[src/rtl/wb_gpio_panel_pkg.sv]
// ---------------------------------------------------------------------------
// wb_gpio_panel_pkg
// Shared definitions for the Wishbone board-panel GPIO block: register word
// offsets, interrupt bit positions, reset values of the software-visible
// registers and the active-low hex-to-seven-segment glyph table.
// No ports (package).
// ---------------------------------------------------------------------------
package wb_gpio_panel_pkg;

    // Register word offsets (wb_adr_i[4:2])
    localparam logic [2:0] OFF_LED      = 3'd0;
    localparam logic [2:0] OFF_RG       = 3'd1;
    localparam logic [2:0] OFF_SEG      = 3'd2;
    localparam logic [2:0] OFF_SW       = 3'd3;
    localparam logic [2:0] OFF_KEY      = 3'd4;
    localparam logic [2:0] OFF_INT_EN   = 3'd5;
    localparam logic [2:0] OFF_INT_STAT = 3'd6;
    localparam logic [2:0] OFF_RSVD     = 3'd7;

    // Interrupt source bit positions in INT_EN / INT_STAT
    localparam int INT_SW   = 0;
    localparam int INT_STEP = 1;

    // Register reset values
    localparam logic [15:0] LED_RST      = 16'h0000;
    localparam logic [3:0]  RG_RST       = 4'h0;
    localparam logic [31:0] SEG_RST      = 32'h0000_0000;
    localparam logic [1:0]  INT_EN_RST   = 2'b00;
    localparam logic [1:0]  INT_STAT_RST = 2'b00;

    // Glyphs packed 7 bits per nibble value, entry 0 in the low bits.
    // Bit order inside a glyph is [6]=a .. [0]=g, 0 = segment lit.
    localparam logic [16*7-1:0] SEG_TABLE = {
        7'b0111000,  // F
        7'b0110000,  // E
        7'b1000010,  // d
        7'b0110001,  // C
        7'b1100000,  // b
        7'b0001000,  // A
        7'b0000100,  // 9
        7'b0000000,  // 8
        7'b0001111,  // 7
        7'b0100000,  // 6
        7'b0100100,  // 5
        7'b1001100,  // 4
        7'b0000110,  // 3
        7'b0010010,  // 2
        7'b1001111,  // 1
        7'b0000001   // 0
    };

    function automatic logic [6:0] seg_decode(input logic [3:0] nib);
        return SEG_TABLE[{3'b000, nib} * 7 +: 7];
    endfunction

endpackage

[src/rtl/wb_gpio_panel_seg_scan.sv]
// ---------------------------------------------------------------------------
// wb_gpio_panel_seg_scan
// Multiplexes an 8-digit seven-segment display. Each digit stays selected for
// SCAN_DIV clocks; outputs only change at a digit boundary so a register
// update never glitches the digit currently lit.
// Ports:
//   clk_i      clock
//   rst_i      synchronous active-high reset
//   seg_i      32-bit display value, nibble n drives digit n
//   num_csn_o  digit select, active-low one-hot
//   num_a_g_o  segments [6]=a .. [0]=g, active-low
// ---------------------------------------------------------------------------
module wb_gpio_panel_seg_scan
    import wb_gpio_panel_pkg::*;
#(
    parameter int SCAN_DIV = 5000
) (
    input  logic        clk_i,
    input  logic        rst_i,
    input  logic [31:0] seg_i,
    output logic [7:0]  num_csn_o,
    output logic [6:0]  num_a_g_o
);

    localparam int                CNT_W   = (SCAN_DIV > 1) ? $clog2(SCAN_DIV) : 1;
    localparam logic [CNT_W-1:0]  CNT_MAX = CNT_W'(SCAN_DIV - 1);

    logic [CNT_W-1:0] cnt_q, cnt_d;
    logic [2:0]       idx_q, idx_d;
    logic [7:0]       csn_q, csn_d;
    logic [6:0]       seg_q, seg_d;
    logic             wrap;

    always_comb begin
        wrap  = (cnt_q == CNT_MAX);
        cnt_d = wrap ? '0 : cnt_q + 1'b1;
        // 3-bit index wraps 7 -> 0 on its own
        idx_d = wrap ? idx_q + 3'd1 : idx_q;
        csn_d = csn_q;
        seg_d = seg_q;
        if (wrap) begin
            csn_d = ~(8'd1 << idx_d);
            seg_d = seg_decode(seg_i[{idx_d, 2'b00} +: 4]);
        end
    end

    always_ff @(posedge clk_i) begin
        if (rst_i) begin
            cnt_q <= '0;
            idx_q <= 3'd0;
            csn_q <= 8'hFE;
            seg_q <= seg_decode(4'h0);
        end else begin
            cnt_q <= cnt_d;
            idx_q <= idx_d;
            csn_q <= csn_d;
            seg_q <= seg_d;
        end
    end

    assign num_csn_o = csn_q;
    assign num_a_g_o = seg_q;

endmodule

[src/rtl/wb_gpio_panel.sv]
// ---------------------------------------------------------------------------
// wb_gpio_panel
// Wishbone classic slave exposing the board panel: 16 LEDs, two bicolour LEDs,
// an 8-digit multiplexed seven-segment display, 8 switches, a 4x4 key matrix
// and two step buttons, plus a level interrupt on switch change / step press.
// Ports:
//   wb_clk_i, wb_rst_i            clock, synchronous active-high reset
//   wb_cyc_i, wb_stb_i, wb_we_i   Wishbone cycle / strobe / write enable
//   wb_adr_i, wb_sel_i, wb_dat_i  byte address ([4:2] decoded), lanes, data
//   wb_dat_o, wb_ack_o            registered read data and acknowledge
//   led, led_rg0, led_rg1         LED drives, 1 = on
//   num_csn, num_a_g              seven-segment digit select / segments
//   switch, btn_key_col,
//   btn_key_row, btn_step         raw panel inputs (synchronised internally)
//   gpio_int                      level interrupt, active-high
// ---------------------------------------------------------------------------
module wb_gpio_panel
    import wb_gpio_panel_pkg::*;
#(
    parameter int SCAN_DIV    = 5000,
    parameter int SYNC_STAGES = 2
) (
    input  logic        wb_clk_i,
    input  logic        wb_rst_i,
    input  logic        wb_cyc_i,
    input  logic        wb_stb_i,
    input  logic        wb_we_i,
    input  logic [31:0] wb_adr_i,
    input  logic [3:0]  wb_sel_i,
    input  logic [31:0] wb_dat_i,
    output logic [31:0] wb_dat_o,
    output logic        wb_ack_o,
    output logic [15:0] led,
    output logic [1:0]  led_rg0,
    output logic [1:0]  led_rg1,
    output logic [7:0]  num_csn,
    output logic [6:0]  num_a_g,
    input  logic [7:0]  switch,
    input  logic [3:0]  btn_key_col,
    input  logic [3:0]  btn_key_row,
    input  logic [1:0]  btn_step,
    output logic        gpio_int
);

    localparam int IN_W = 18;  // {btn_step, row, col, switch}

    logic [SYNC_STAGES-1:0][IN_W-1:0] sync_q;
    logic [SYNC_STAGES-1:0]           sync_vld_q;
    logic [IN_W-1:0]                  synced;
    logic [7:0]                       sw_s;
    logic [3:0]                       col_s, row_s;
    logic [1:0]                       step_s;

    logic [7:0]  sw_hist_q;
    logic [1:0]  step_hist_q;
    logic        hist_vld_q;

    logic        ack_q, ack_d;
    logic [31:0] dat_q, dat_d;
    logic [15:0] led_q, led_d;
    logic [3:0]  rg_q, rg_d;
    logic [31:0] seg_q, seg_d;
    logic [1:0]  int_en_q, int_en_d;
    logic [1:0]  int_stat_q, int_stat_d;
    logic        irq_q, irq_d;

    logic        req, wr_commit, rd_cap;
    logic [2:0]  off;
    logic [1:0]  int_set, int_clr;
    logic [31:0] rdata;
    logic        unused_adr;

    assign synced = sync_q[SYNC_STAGES-1];
    assign sw_s   = synced[7:0];
    assign col_s  = synced[11:8];
    assign row_s  = synced[15:12];
    assign step_s = synced[17:16];

    assign off        = wb_adr_i[4:2];
    assign unused_adr = ^{wb_adr_i[31:5], wb_adr_i[1:0]};

    // Request is sampled in the cycle before ack; the write lands in the ack
    // cycle while the master is still holding the request.
    assign req       = wb_cyc_i & wb_stb_i;
    assign wr_commit = ack_q & req & wb_we_i;
    assign rd_cap    = req & ~ack_q & ~wb_we_i;

    always_comb begin
        ack_d = req & ~ack_q;

        led_d    = led_q;
        rg_d     = rg_q;
        seg_d    = seg_q;
        int_en_d = int_en_q;
        int_clr  = 2'b00;
        if (wr_commit) begin
            case (off)
                OFF_LED: begin
                    if (wb_sel_i[0]) led_d[7:0]  = wb_dat_i[7:0];
                    if (wb_sel_i[1]) led_d[15:8] = wb_dat_i[15:8];
                end
                OFF_RG:       if (wb_sel_i[0]) rg_d = wb_dat_i[3:0];
                OFF_SEG: begin
                    for (int b = 0; b < 4; b++) begin
                        if (wb_sel_i[b]) seg_d[b*8 +: 8] = wb_dat_i[b*8 +: 8];
                    end
                end
                OFF_INT_EN:   if (wb_sel_i[0]) int_en_d = wb_dat_i[1:0];
                OFF_INT_STAT: if (wb_sel_i[0]) int_clr = wb_dat_i[1:0];
                default: ;
            endcase
        end

        // Edge detection is held off until the history holds a real synced
        // sample, so power-up input levels never raise an interrupt.
        int_set           = 2'b00;
        int_set[INT_SW]   = hist_vld_q & (sw_s != sw_hist_q);
        int_set[INT_STEP] = hist_vld_q & (|(step_s & ~step_hist_q));
        // A new event wins over a simultaneous write-one-to-clear.
        int_stat_d = (int_stat_q & ~int_clr) | int_set;
        irq_d      = |(int_stat_q & int_en_q);

        case (off)
            OFF_LED:      rdata = {16'h0000, led_q};
            OFF_RG:       rdata = {28'h0000000, rg_q};
            OFF_SEG:      rdata = seg_q;
            OFF_SW:       rdata = {24'h000000, sw_s};
            OFF_KEY:      rdata = {22'h000000, step_s, row_s, col_s};
            OFF_INT_EN:   rdata = {30'h00000000, int_en_q};
            OFF_INT_STAT: rdata = {30'h00000000, int_stat_q};
            default:      rdata = 32'h0000_0000;
        endcase
        dat_d = rd_cap ? rdata : 32'h0000_0000;
    end

    always_ff @(posedge wb_clk_i) begin
        if (wb_rst_i) begin
            sync_q      <= '0;
            sync_vld_q  <= '0;
            sw_hist_q   <= 8'h00;
            step_hist_q <= 2'b00;
            hist_vld_q  <= 1'b0;
            ack_q       <= 1'b0;
            dat_q       <= 32'h0000_0000;
            led_q       <= LED_RST;
            rg_q        <= RG_RST;
            seg_q       <= SEG_RST;
            int_en_q    <= INT_EN_RST;
            int_stat_q  <= INT_STAT_RST;
            irq_q       <= 1'b0;
        end else begin
            sync_q[0]     <= {btn_step, btn_key_row, btn_key_col, switch};
            sync_vld_q[0] <= 1'b1;
            for (int i = 1; i < SYNC_STAGES; i++) begin
                sync_q[i]     <= sync_q[i-1];
                sync_vld_q[i] <= sync_vld_q[i-1];
            end
            sw_hist_q   <= sw_s;
            step_hist_q <= step_s;
            hist_vld_q  <= sync_vld_q[SYNC_STAGES-1];
            ack_q       <= ack_d;
            dat_q       <= dat_d;
            led_q       <= led_d;
            rg_q        <= rg_d;
            seg_q       <= seg_d;
            int_en_q    <= int_en_d;
            int_stat_q  <= int_stat_d;
            irq_q       <= irq_d;
        end
    end

    wb_gpio_panel_seg_scan #(
        .SCAN_DIV (SCAN_DIV)
    ) u_seg_scan (
        .clk_i     (wb_clk_i),
        .rst_i     (wb_rst_i),
        .seg_i     (seg_q),
        .num_csn_o (num_csn),
        .num_a_g_o (num_a_g)
    );

    assign wb_ack_o = ack_q;
    assign wb_dat_o = dat_q;
    assign led      = led_q;
    assign led_rg0  = rg_q[1:0];
    assign led_rg1  = rg_q[3:2];
    assign gpio_int = irq_q;

endmodule

[config.mk]
export PLATFORM = sky130hd
export DESIGN_NAME = wb_gpio_panel
export DESIGN_NICKNAME = d
export VERILOG_FILES = /design/src/rtl/wb_gpio_panel_pkg.sv /design/src/rtl/wb_gpio_panel_seg_scan.sv /design/src/rtl/wb_gpio_panel.sv
export SDC_FILE = /design/constraint.sdc
export NUM_CORES = 1
export LEC_CHECK = 0
export BUFFER_PORTS_ARGS = -buffer_cell sky130_fd_sc_hd__buf_2
export CAP_MARGIN = 15
export CORE_MARGIN = 2
export CORE_UTILIZATION = 30
export CTS_BUF_LIST = sky130_fd_sc_hd__clkbuf_4 sky130_fd_sc_hd__clkbuf_8
export DETAILED_ROUTE_END_ITERATION = 16
export PLACE_DENSITY = 0.47
export SYNTH_ARGS = -nofsm -noshare
export SYNTH_HDL_FRONTEND = slang
export SYNTH_SLANG_ARGS = --single-unit
[constraint.sdc]
create_clock -name wb_clk_i -period 3.2 [get_ports wb_clk_i]
set_input_delay 0.32 -clock wb_clk_i [delete_from_list [all_inputs] [get_ports wb_clk_i]]
set_output_delay 0.32 -clock wb_clk_i [all_outputs]
set_load 0.02 [all_outputs]
==> results of run 1 <==
[power by group]
| group | switching (mW) | internal [mW] |
|---|---|---|
| clock network | 0.979 | 0.617 |
| logic | 0.0956 | 0.0670 |
| registers | 0.0140 | 2.15 |
| total | 1.09 | 2.83 |
[final timing paths]
| path | start | end | cells past startpoint |
|---|---|---|---|
| worst max-delay path | u_seg_scan.cnt_q[0]$_SDFF_PP0_ | u_seg_scan.num_a_g_o[3]$_SDFFE_PP0N_ | 11 |
| worst min-delay path | btn_key_col[2] | sync_q[10]$_SDFF_PP0_ | 2 |
| worst min register to register | sync_q[14]$_SDFF_PP0_ | synced[14]$_SDFF_PP0_ | 1 |
| worst max register to register | u_seg_scan.cnt_q[0]$_SDFF_PP0_ | u_seg_scan.num_a_g_o[3]$_SDFFE_PP0N_ | 11 |
[repair_timing]
item / 4_1_cts / 5_1_grt
buffers inserted: 0 / 0
resized for setup: 0 / 1
hold buffers: 0 / 0
endpoints found under the setup margin: 0 / 1
[cells by family (layout without fill, tap and decap cells)]
family                     count (synthesis)  in the layout
AOI/OAI and AO/OA                        128            128
and+or+nand+nor                          302            302
xor gates and xnor gates                  23             23
adders and majority gates                  8              8
buffers and inverters                     57            193
other                                      0              1
muxes                                     39             39
DFF                                      170            170
[routing by layer]
metal	up-vias	track usage [%]	wire length, um
met5	-	0	0
met1	2528	19.8	8400
met4	0	5.12	264
met3	17	4.34	1020
met2	138	25.5	8590
li1	2751	-	-
[worst max-delay path, stage by stage, from the launching register on]
cell and delay [ns]:
dfxtp_1 0.39, ha_1 0.18, and4_1 0.23, and3_2 0.28
mux2_2 0.36, a22oi_1 0.14, a22o_1 0.28, inv_1 0.09
ha_1 0.27, mux4_2 0.48, nand2_1 0.08, o21ai_1 0.06
[cell usage after synthesis, types with 7 or more instances]
| cell | count |
|---|---|
| a21oi_1 | 62 |
| a22oi_1 | 20 |
| and2_1 | 19 |
| clkbuf_1 | 38 |
| dfxtp_1 | 170 |
| ha_1 | 8 |
| inv_1 | 8 |
| mux2_2 | 7 |
| mux2i_1 | 26 |
| nand2_1 | 78 |
| nand3_1 | 56 |
| nor2_1 | 57 |
| nor2b_1 | 55 |
| nor3_1 | 8 |
| o21ai_0 | 11 |
| o22ai_1 | 11 |
| xnor2_1 | 14 |
| xor2_1 | 8 |
[sequential cells by signal, summed over array words and instances, names as in the netlist, 3 cells and up]
name,flops
sw_hist_q,8
led,16
wb_dat_o,32
synced,18
rg_q,4
u_seg_scan.num_csn_o,8
u_seg_scan.cnt_q,13
seg_q,32
u_seg_scan.idx_q,3
sync_q,18
u_seg_scan.num_a_g_o,7
[layout by cell type, fill, tap and decap left out, types with 4 or more instances in the layout]
master	n
xnor2_1	14
o21ai_0	11
mux2_2	7
a21oi_1	62
o22ai_1	11
inv_8	5
nand3_1	56
mux2i_1	26
mux4_2	6
clkbuf_8	17
nand2b_1	4
inv_1	8
a22oi_1	20
dfxtp_1	170
and2_1	19
nor3_1	7
nor2_1	57
buf_4	23
xor2_1	8
a221oi_1	5
nand4_1	6
buf_2	129
nor2b_1	55
ha_1	8
nand2_1	78
or3_1	4
clkinv_8	5
a31oi_1	4
[per-stage QoR]
stage / power, mW / util [%] / instance area (um^2) / hold WS (ns) / instances
finish: 3.92 / 37.0 / 8130 / 0.0476 / 1144
global route: 4.09 / 37.0 / 8130 / 0.0127 / 1143
CTS: 3.98 / 37.0 / 8130 / 0.0130 / 1143
detailed placement: 2.37 / 35.0 / 7700 / 0.420 / 1111
global placement: 2.37 / 35.0 / 7700 / 0.419 / 1111
floorplan: 2.30 / - / 6740 / 0.409 / 727
[area by class of cell]
type,count,area share (%)
repair buffers,152,10.1
clock inverters,15,2.40
flip-flops and latches,170,41.9
diodes,1,0.0308
multi-input cells,500,38.0
inverters,9,0.416
well taps,280,4.31
clock buffers,17,2.88
==> metrics.md, run 1 <==
| Metric | Value |
|---|---|
| Main flop type after synthesis | `dfxtp_1` |
| Post-Synth Adder-Cell Area | `1.48%` |
| Least-Margin Pin Slew | `0.677 ns` |
| Min cycle time layout | `2.96 ns` |
| Period utilization | `92.6%` |
| 1st-pass router iterations | `5` |
| Register area | `0.00340 mm^2` |
| Worst EP arrival | `3.30 ns` |
| Die height | `154 um` |
| Max Cap Viol | `0` |
| Gr usage total | `15.6%` |
| Register bit total from synthesis | `170` |
| Power density cells | `482 mW/mm^2` |
| Post-Route WL | `18.3 mm` |
| XOR/XNOR Fraction of Synth Area | `3.10%` |
| CP Class | `reg -> reg` |
| Seq/Total Area, Yosys | `50.5%` |
| # IOs | `160` |
| DRT antenna net count | `0` |
| Syn_nets | `826` |
| GRT overflow | `0` |
| Vias in the first global route | `5194` |
| Die area | `0.0237 mm^2` |
| First-pass GRT wire length | `28.6 mm` |
| TNS Setup | `0 ns` |
| Die Width | `154 um` |
| Crit. End Element | `register` |
| Crit path launch type | `register` |
| Status | `finished, final reports clean` |
| Htree depth | `4` |
| Row cnt | `54` |
| Clock root buffer | `clkbuf_8` |
| Mux contribution to synthesized area | `7.03%` |
| Yosys warnings | `0` |
| Area delta synth->final | `20.6%` |
| CTS max path bufs | `2` |
| Top cell type's share of synthesized area | `50.5%` |
| Antenna violations before repair | `1` |
| Port Buffers | `130` |
| Netlist Area Pre-Place | `0.00674 mm^2` |
| Distinct cells, synth | `52` |
| EDFF count, synth | `0` |
| RSZ-0062 raised after global routing | `false` |
| CTS tree | `done` |
| Largest cells by area after synthesis | `dfxtp_1 (50%), nor2b_1 (5.1%), a21oi_1 (4.6%)` |
| Clk slew on worst S/H paths | `0.11 ns` |
| Initial detailed-routing violation count | `323` |
| Synth Instances | `727` |
| CTS sink cnt | `170` |
| Core area | `0.0220 mm^2` |
| FMAX | `0.338 GHz` |
| Hold Vio Cnt, Final | `0` |
| Clock skew | `0.0156 ns` |
| DP Worst Slack | `0.184 ns` |
| Via count | `5434` |
| Pin count of the biggest net entering global routing | `58` |
| Simple-gate share of the synthesized area | `22.6%` |
| Final HPWL DP | `13.2 mm` |
| Worst Hold Class | `in -> reg` |
| Drt drc | `0` |
| Maximum vdd drop | `213 uV` |
| Synthesized area per cell | `9.27 um^2` |
| R2r setup slk | `0.24 ns` |
| Worst Setup Slack, final | `0.238 ns` |
| Post-synthesis compound-gate area fraction | `11.6%` |
| Largest area contributor in the netlist | `dfxtp_1` |
| Final Max Slew Viols | `0` |
| Starting Density | `30.7%` |
| Synth async-reset ratio | `0%` |
| Routed len/inst | `16.0 um` |
| Fill count | `2265` |
| Routability cong. | `0.747` |
| Largest family of logic cells by synthesized area | `simple AND/OR/NAND/NOR gates` |
| Setup Viol. Count Final | `0` |
| Critical Path RT | `3.54 ns` |
| CP Max Fanout | `6` |
| Final nets | `949` |
| CTS Buf Count | `17` |
| Area of the multi-input gates | `0.00309 mm^2` |
| DR vias/cell | `4.75` |
| Worst-Skew Late Latency | `0.47 ns` |
| Share of cells above drive strength 1 | `24.2%` |
| Pleak | `3.28 nW` |
| Slew Limit Headroom | `54.7%` |
Power figures use the tool's default switching activity.
==> run 2: changes to the inputs <==
==> constraint.sdc (replaced) <==
create_clock -name wb_clk_i -period 3.2 [get_ports wb_clk_i]
set_input_delay 0.64 -clock wb_clk_i [delete_from_list [all_inputs] [get_ports wb_clk_i]]
set_output_delay 0.64 -clock wb_clk_i [all_outputs]
set_load 0.02 [all_outputs]
==> run 2 against run 1 <==
Worst setup slack worse by 0.065 ns. Sequential power about the same. Largest cell class unchanged. Critical path depth unchanged. Core utilization up 0.080 points. Sequential share of layout area down 0.090 points. Critical endpoint unchanged.
==> metrics.md, run 2 (synthesis gave the netlist of run 1 again) <==
| Metric | Value |
|---|---|
| Worst-Skew Late Latency | `0.48 ns (about the same)` |
| DP Worst Slack | `0.102 ns (-0.0824 ns)` |
| First-pass GRT wire length | `28.7 mm (+0.29%)` |
| Share of cells above drive strength 1 | `24.5% (+0.29 points)` |
| Core area | `0.0220 mm^2 (unchanged)` |
| Cell Chain, Critical Path | `ha_1, and4_2, and3_2, buf_4, o21a_1, a221oi_2, inv_1, ha_1, mux4_2, nand2_1, o21ai_1` |
| GRT overflow | `0 (unchanged)` |
| Drt drc | `0 (unchanged)` |
| Starting Density | `30.7% (unchanged)` |
| Clock skew | `0.0170 ns (+0.00136 ns)` |
| # IOs | `160 (unchanged)` |
| Via count | `5380 (-0.99%)` |
| Crit path launch type | `register` |
| Final hold slack | `0.358 ns (+0.310 ns)` |
| Period utilization | `94.6% (+2.0 points)` |
| Slowest stage delay, CP | `0.46 ns (-0.02 ns)` |
| CP Class | `reg -> reg` |
| Final Max Slew Viols | `0 (unchanged)` |
| Row cnt | `54 (unchanged)` |
| Post-CTS Setup Inserts | `0 (unchanged)` |
| RSZ-0062 raised after global routing | `false` |
| TNS Setup | `0 ns (unchanged)` |
| Power density cells | `477 mW/mm^2 (-1.1%)` |
| Final HPWL DP | `13.1 mm (-1.2%)` |
| Most frequent cells in the layout | `dfxtp_1 (170), buf_2 (129), nand2_1 (78)` |
| Final core occ | `37.1% (+0.080 points)` |
| Register area | `0.00340 mm^2 (unchanged)` |
| Worst r2r path cells | `11 (unchanged)` |
| DR vias/cell | `4.69 (-1.2%)` |
| Critical Path RT | `3.55 ns (about the same)` |
| Max Cap Viol | `0 (unchanged)` |
| Routability cong. | `0.769 (+3.0%)` |
| Vias in the first global route | `5219 (+0.48%)` |
| Status | `finished, final reports clean` |
| Clock root buffer | `clkbuf_8` |
| Die height | `154 um (unchanged)` |
| Crit-path most repeated cell | `ha_1` |
| Area after DPL | `0.00771 mm^2 (+0.20%)` |
| Final nets | `951 (+0.21%)` |
| Pin count of the biggest net entering global routing | `85 (+47%)` |
| Least-Margin Pin Slew | `0.861 ns (+0.184 ns)` |
| Die Width | `154 um (unchanged)` |
| Worst Hold Class | `in -> reg` |
| Routed len/inst | `15.6 um (-2.2%)` |
| Fill count | `2318 (+2.3%)` |
| Area of the multi-input gates | `0.00309 mm^2 (about the same)` |
| Crit. End Element | `register` |
| Worst Setup Slack, final | `0.173 ns (-0.0649 ns)` |
| Antenna violations before repair | `1 (unchanged)` |
| FMAX | `0.330 GHz (-2.1%)` |
| Post-route cell area | `0.00815 mm^2 (+0.22%)` |
| 1st-pass router iterations | `5 (unchanged)` |
| Htree depth | `4 (unchanged)` |
| Post-Route WL | `17.9 mm (-2.1%)` |
| Pleak | `3.29 nW (+0.38%)` |
| Clk slew on worst S/H paths | `0.11 ns (about the same)` |
| Maximum vdd drop | `203 uV (-4.7%)` |
| CTS sink cnt | `170 (unchanged)` |
| Hold Vio Cnt, Final | `0 (unchanged)` |
| Setup Viol. Count Final | `0 (unchanged)` |
| Min cycle time layout | `3.03 ns (+0.0649 ns)` |
| Slew Limit Headroom | `42.6% (-12 points)` |
| CTS Buf Count | `17 (unchanged)` |
| Hold depth | `2 (unchanged)` |
| CTS max path bufs | `2 (unchanged)` |
| Worst EP arrival | `3.38 ns (+0.08 ns)` |
| Most common cell after layout, fill and taps aside | `dfxtp_1` |
| Initial detailed-routing violation count | `285 (-12%)` |
| DRT antenna net count | `0 (unchanged)` |
| CP Max Fanout | `20 (+14)` |
| Die area | `0.0237 mm^2 (unchanged)` |
| Area delta synth->final | `20.8%` |
| Gr usage total | `15.4% (-0.19 points)` |
| Worst path slowest cell | `mux4_2` |
| Port Buffers | `130 (unchanged)` |
| CTS tree | `done` |
-- run 2: stage by stage --
| stage | power [mW] | instances |
|---|---|---|
| global placement | 2.37 | 1113 |
| finish | 3.89 | 1146 |
| detailed placement | 2.38 | 1113 |
| floorplan | 2.30 | 727 |
| global route | 4.05 | 1145 |
| CTS | 3.95 | 1145 |
-- run 2: power breakdown --
group	internal [mW]	switching (mW)
combinational	0.0680	0.0944
clock	0.607	0.956
sequential	2.15	0.0142
-- run 2: area by class of cell --
cell class / count / area share (%)
diodes: 1 / 0.0307
clock buffers: 17 / 2.87
clock inverters: 15 / 2.41
inverters: 9 / 0.415
multi-input cells: 500 / 38.0
flip-flops and latches: 170 / 41.8
well taps: 280 / 4.30
repair buffers: 154 / 10.2
-- run 2: layer usage --
metal | vias up | wire length (um) | track usage (%)
met5 | - | 0 | 0
met4 | 0 | 246 | 4.58
met3 | 16 | 854 | 4.06
met2 | 125 | 8330 | 25.2
met1 | 2476 | 8460 | 19.9
li1 | 2763 | - | -
-- run 2: timing repair --
action	in CTS	in global routing
gates resized for setup	0	2
setup endpoints to repair	0	1
hold buffers	0	0
-- run 2: worst max-delay path: cells and delay by family (launching register included) --
kind / cells / cell delay [ns]
AO/OA/AOI/OAI: 3 / 0.70
AND/OR/NAND/NOR: 3 / 0.54
adder cells (fa/ha/maj): 2 / 0.51
multiplexers: 1 / 0.46
flip-flops: 1 / 0.35
buffers and inverters: 2 / 0.33
-- run 2: worst paths after layout --
path                                  start                                    to  slack (ns)
max          u_seg_scan.cnt_q[0]$_SDFF_PP0_  u_seg_scan.num_a_g_o[3]$_SDFFE_PP0N_        0.17
min                               switch[5]                  sync_q[5]$_SDFF_PP0_        0.36
max reg2reg  u_seg_scan.cnt_q[0]$_SDFF_PP0_  u_seg_scan.num_a_g_o[3]$_SDFFE_PP0N_        0.17
min reg2reg           sync_q[15]$_SDFF_PP0_                 synced[15]$_SDFF_PP0_        0.45
==> run 3: changes to the inputs <==
--- a/config.mk
+++ b/config.mk
@@ -5,13 +5,13 @@
 export SDC_FILE = /design/constraint.sdc
 export NUM_CORES = 1
 export LEC_CHECK = 0
-export BUFFER_PORTS_ARGS = -buffer_cell sky130_fd_sc_hd__buf_2
 export CAP_MARGIN = 15
 export CORE_MARGIN = 2
-export CORE_UTILIZATION = 30
+export CORE_UTILIZATION = 55
 export CTS_BUF_LIST = sky130_fd_sc_hd__clkbuf_4 sky130_fd_sc_hd__clkbuf_8
 export DETAILED_ROUTE_END_ITERATION = 16
-export PLACE_DENSITY = 0.47
+export DONT_BUFFER_PORTS = 1
+export PLACE_DENSITY = 0.7
 export SYNTH_ARGS = -nofsm -noshare
 export SYNTH_HDL_FRONTEND = slang
 export SYNTH_SLANG_ARGS = --single-unit
==> run 3 against run 2 <==
Cell area fell by 11%. Highest routed layer unchanged. Critical path depth stayed put. Fmax is 1.7% higher. Count of clock-buffer cells in the layout rose by 3. Critical path type unchanged. First-iteration DRC count increased by 22%. Worst setup slack improved by 0.049 ns.
==> metrics.md, run 3 (synthesis gave the netlist of run 1 again) <==
| Metric | Value |
|---|---|
| Post-CTS Setup Inserts | `0 (unchanged)` |
| Area delta synth->final | `7.46%` |
| Final Max Slew Viols | `0 (unchanged)` |
| Ant diodes | `0 (-1)` |
| Cell Chain, Critical Path | `ha_1, and4_1, and3_2, mux2_2, a22oi_1, a22o_2, inv_1, ha_1, mux4_2, nand2_1, o21ai_1` |
| CP bufs+invs | `1 (-1)` |
| Most common cell after layout, fill and taps aside | `dfxtp_1` |
| Worst EP arrival | `3.31 ns (-0.07 ns)` |
| Slowest stage delay, CP | `0.46 ns (about the same)` |
| Worst r2r path cells | `11 (unchanged)` |
| CTS Buf Count | `17 (unchanged)` |
| CTS sink cnt | `170 (unchanged)` |
| Routability cong. | `0.852 (+11%)` |
| Cell Count, Final, Fillers Out | `871 (-24%)` |
| CP Max Fanout | `7 (-65%)` |
| FMAX | `0.336 GHz (+1.7%)` |
| Port Buffers | `0 (-100%)` |
| 1st-pass router iterations | `4 (-1)` |
| Setup Viol. Count Final | `0 (unchanged)` |
| Final HPWL DP | `10.6 mm (-19%)` |
| First-pass GRT wire length | `23.8 mm (-17%)` |
| Register area | `0.00340 mm^2 (unchanged)` |
| Status | `finished, final reports clean` |
| Crit path launch type | `register` |
| # IOs | `160 (unchanged)` |
| Post-Route WL | `14.9 mm (-17%)` |
| Family with the most delay on the worst path | `multiplexers` |
| Hold depth | `1 (-1)` |
| Routed len/inst | `17.1 um (+9.5%)` |
| CTS tree | `done` |
| Clock skew | `0.0110 ns (-0.00601 ns)` |
| Die Width | `115 um (-25%)` |
| Htree depth | `4 (unchanged)` |
| Power density cells | `517 mW/mm^2 (+8.4%)` |
| Clock root buffer | `clkbuf_8` |
| Worst-Skew Late Latency | `0.46 ns (-0.02 ns)` |
| DR vias/cell | `5.80 (+24%)` |
| Worst path slowest cell | `mux4_2` |
| Core area | `0.0120 mm^2 (-45%)` |
| CTS Hold Bufs | `0 (unchanged)` |
| Resize count post-CTS | `0 (unchanged)` |
| Max Cap Viol | `0 (unchanged)` |
| Critical Path RT | `3.53 ns (-0.02 ns)` |
| Antenna violations before repair | `0 (-1)` |
| Pin count of the biggest net entering global routing | `113 (+33%)` |
| Clk slew on worst S/H paths | `0.09 ns (-0.02 ns)` |
| Most frequent cells in the layout | `dfxtp_1 (170), nand2_1 (78), a21oi_1 (62)` |
| Share of cells above drive strength 1 | `9.94% (-15 points)` |
| GRT overflow | `0 (unchanged)` |
| WHS Endpoint | `wb_dat_o[8]$_SDFF_PP0_` |
| Row cnt | `40 (-26%)` |
| Fill count | `1050 (-55%)` |
| Pleak | `2.62 nW (-20%)` |
| # placed instances | `839 (-25%)` |
| DRT antenna net count | `0 (unchanged)` |
| Hold Vio Cnt, Final | `0 (unchanged)` |
| Die area | `0.0132 mm^2 (-44%)` |
| Crit-path most repeated cell | `ha_1` |
| Min cycle time layout | `2.98 ns (-0.0492 ns)` |
| Vias in the first global route | `4729 (-9.4%)` |
| Starting Density | `56.1% (+25 points)` |
| Hold path startpoint | `wb_adr_i[2]` |
| Slew Limit Headroom | `41.6% (-1.0 points)` |
| Worst Hold Class | `in -> reg` |
| RSZ-0062 raised after global routing | `false` |
| CP Class | `reg -> reg` |
| Gr usage total | `23.2% (+7.8 points)` |
| Initial detailed-routing violation count | `347 (+22%)` |
| Crit. End Element | `register` |
| Maximum vdd drop | `483 uV (+140%)` |
| Area of the multi-input gates | `0.00312 mm^2 (+0.97%)` |
| Period utilization | `93.0% (-1.5 points)` |
| Final nets | `810 (-15%)` |
| R2r setup slk | `0.22 ns (+0.05 ns)` |
| Via count | `5054 (-6.1%)` |
| Die height | `115 um (-25%)` |
| Reg-to-reg critical path endpoint | `u_seg_scan.num_a_g_o[3]$_SDFFE_PP0N_` |
| Least-Margin Pin Slew | `0.875 ns (+0.0135 ns)` |
| CTS max path bufs | `2 (unchanged)` |
| Worst r2r src | `u_seg_scan.cnt_q[0]$_SDFF_PP0_` |
| Drt drc | `0 (unchanged)` |
| TNS Setup | `0 ns (unchanged)` |
## run 3: changes by cell type in the layout (fill, tap and decap cells not counted), sizes merged
| cell | change |
|---|---|
| clkbuf | +3 |
| bufinv | +2 |
| diode | -1 |
| buf | -141 |
| clkinv | -6 |
| clkinvlp | +3 |
| inv | -2 |
## run 3: per-stage QoR
stage	setup slack, ns	hold WS (ns)	power (mW)	util [%]	cell area [um^2]
after floorplan	0.255	0.414	2.30	-	6740
after global placement	0.149	0.420	2.28	56.7	6810
after detailed placement	0.0914	0.420	2.28	56.7	6810
after CTS	0.0775	0.226	3.78	60.0	7210
after global routing	0.00886	0.225	3.89	60.3	7240
final	0.222	0.260	3.74	60.3	7240
## run 3: how the worst max path moves through the flow
stage	from	to	slack (ns)	depth (start not counted)
after global routing	u_seg_scan.cnt_q[0]$_SDFF_PP0_	u_seg_scan.num_a_g_o[3]$_SDFFE_PP0N_	0.009	11
after detailed placement	u_seg_scan.cnt_q[0]$_SDFF_PP0_	u_seg_scan.num_a_g_o[3]$_SDFFE_PP0N_	0.09	11
after floorplan	u_seg_scan.cnt_q[0]$_SDFF_PP0_	u_seg_scan.num_a_g_o[3]$_SDFFE_PP0N_	0.26	11
final	u_seg_scan.cnt_q[0]$_SDFF_PP0_	u_seg_scan.num_a_g_o[3]$_SDFFE_PP0N_	0.22	11
after CTS	u_seg_scan.cnt_q[0]$_SDFF_PP0_	u_seg_scan.num_a_g_o[3]$_SDFFE_PP0N_	0.08	11
after global placement	u_seg_scan.cnt_q[0]$_SDFF_PP0_	u_seg_scan.num_a_g_o[3]$_SDFFE_PP0N_	0.15	11
## run 3: layout make-up
class / count / share of cell area [%]
multi-input cells: 500 / 43.1
well taps: 147 / 2.54
inverters: 9 / 0.466
clock inverters: 12 / 1.93
clock buffers: 20 / 3.63
flip-flops and latches: 170 / 47.0
repair buffers: 13 / 1.35
## run 3: routing by layer
metal	track usage [%]	wire, um	vias to the layer above
met1	28.3	6260	2394
met5	0	0	-
li1	-	-	2480
met2	37.9	7250	158
met3	8.68	1160	22
met4	7.71	216	0
## run 3: where the power goes
part           total, mW  leakage, nW  internal (mW)  switching, mW
Sequential          2.16         1.38           2.14         0.0160
Clock               1.51        0.198          0.742          0.770
Combinational     0.0721         1.05         0.0368         0.0353
Total               3.74         2.62           2.92          0.821
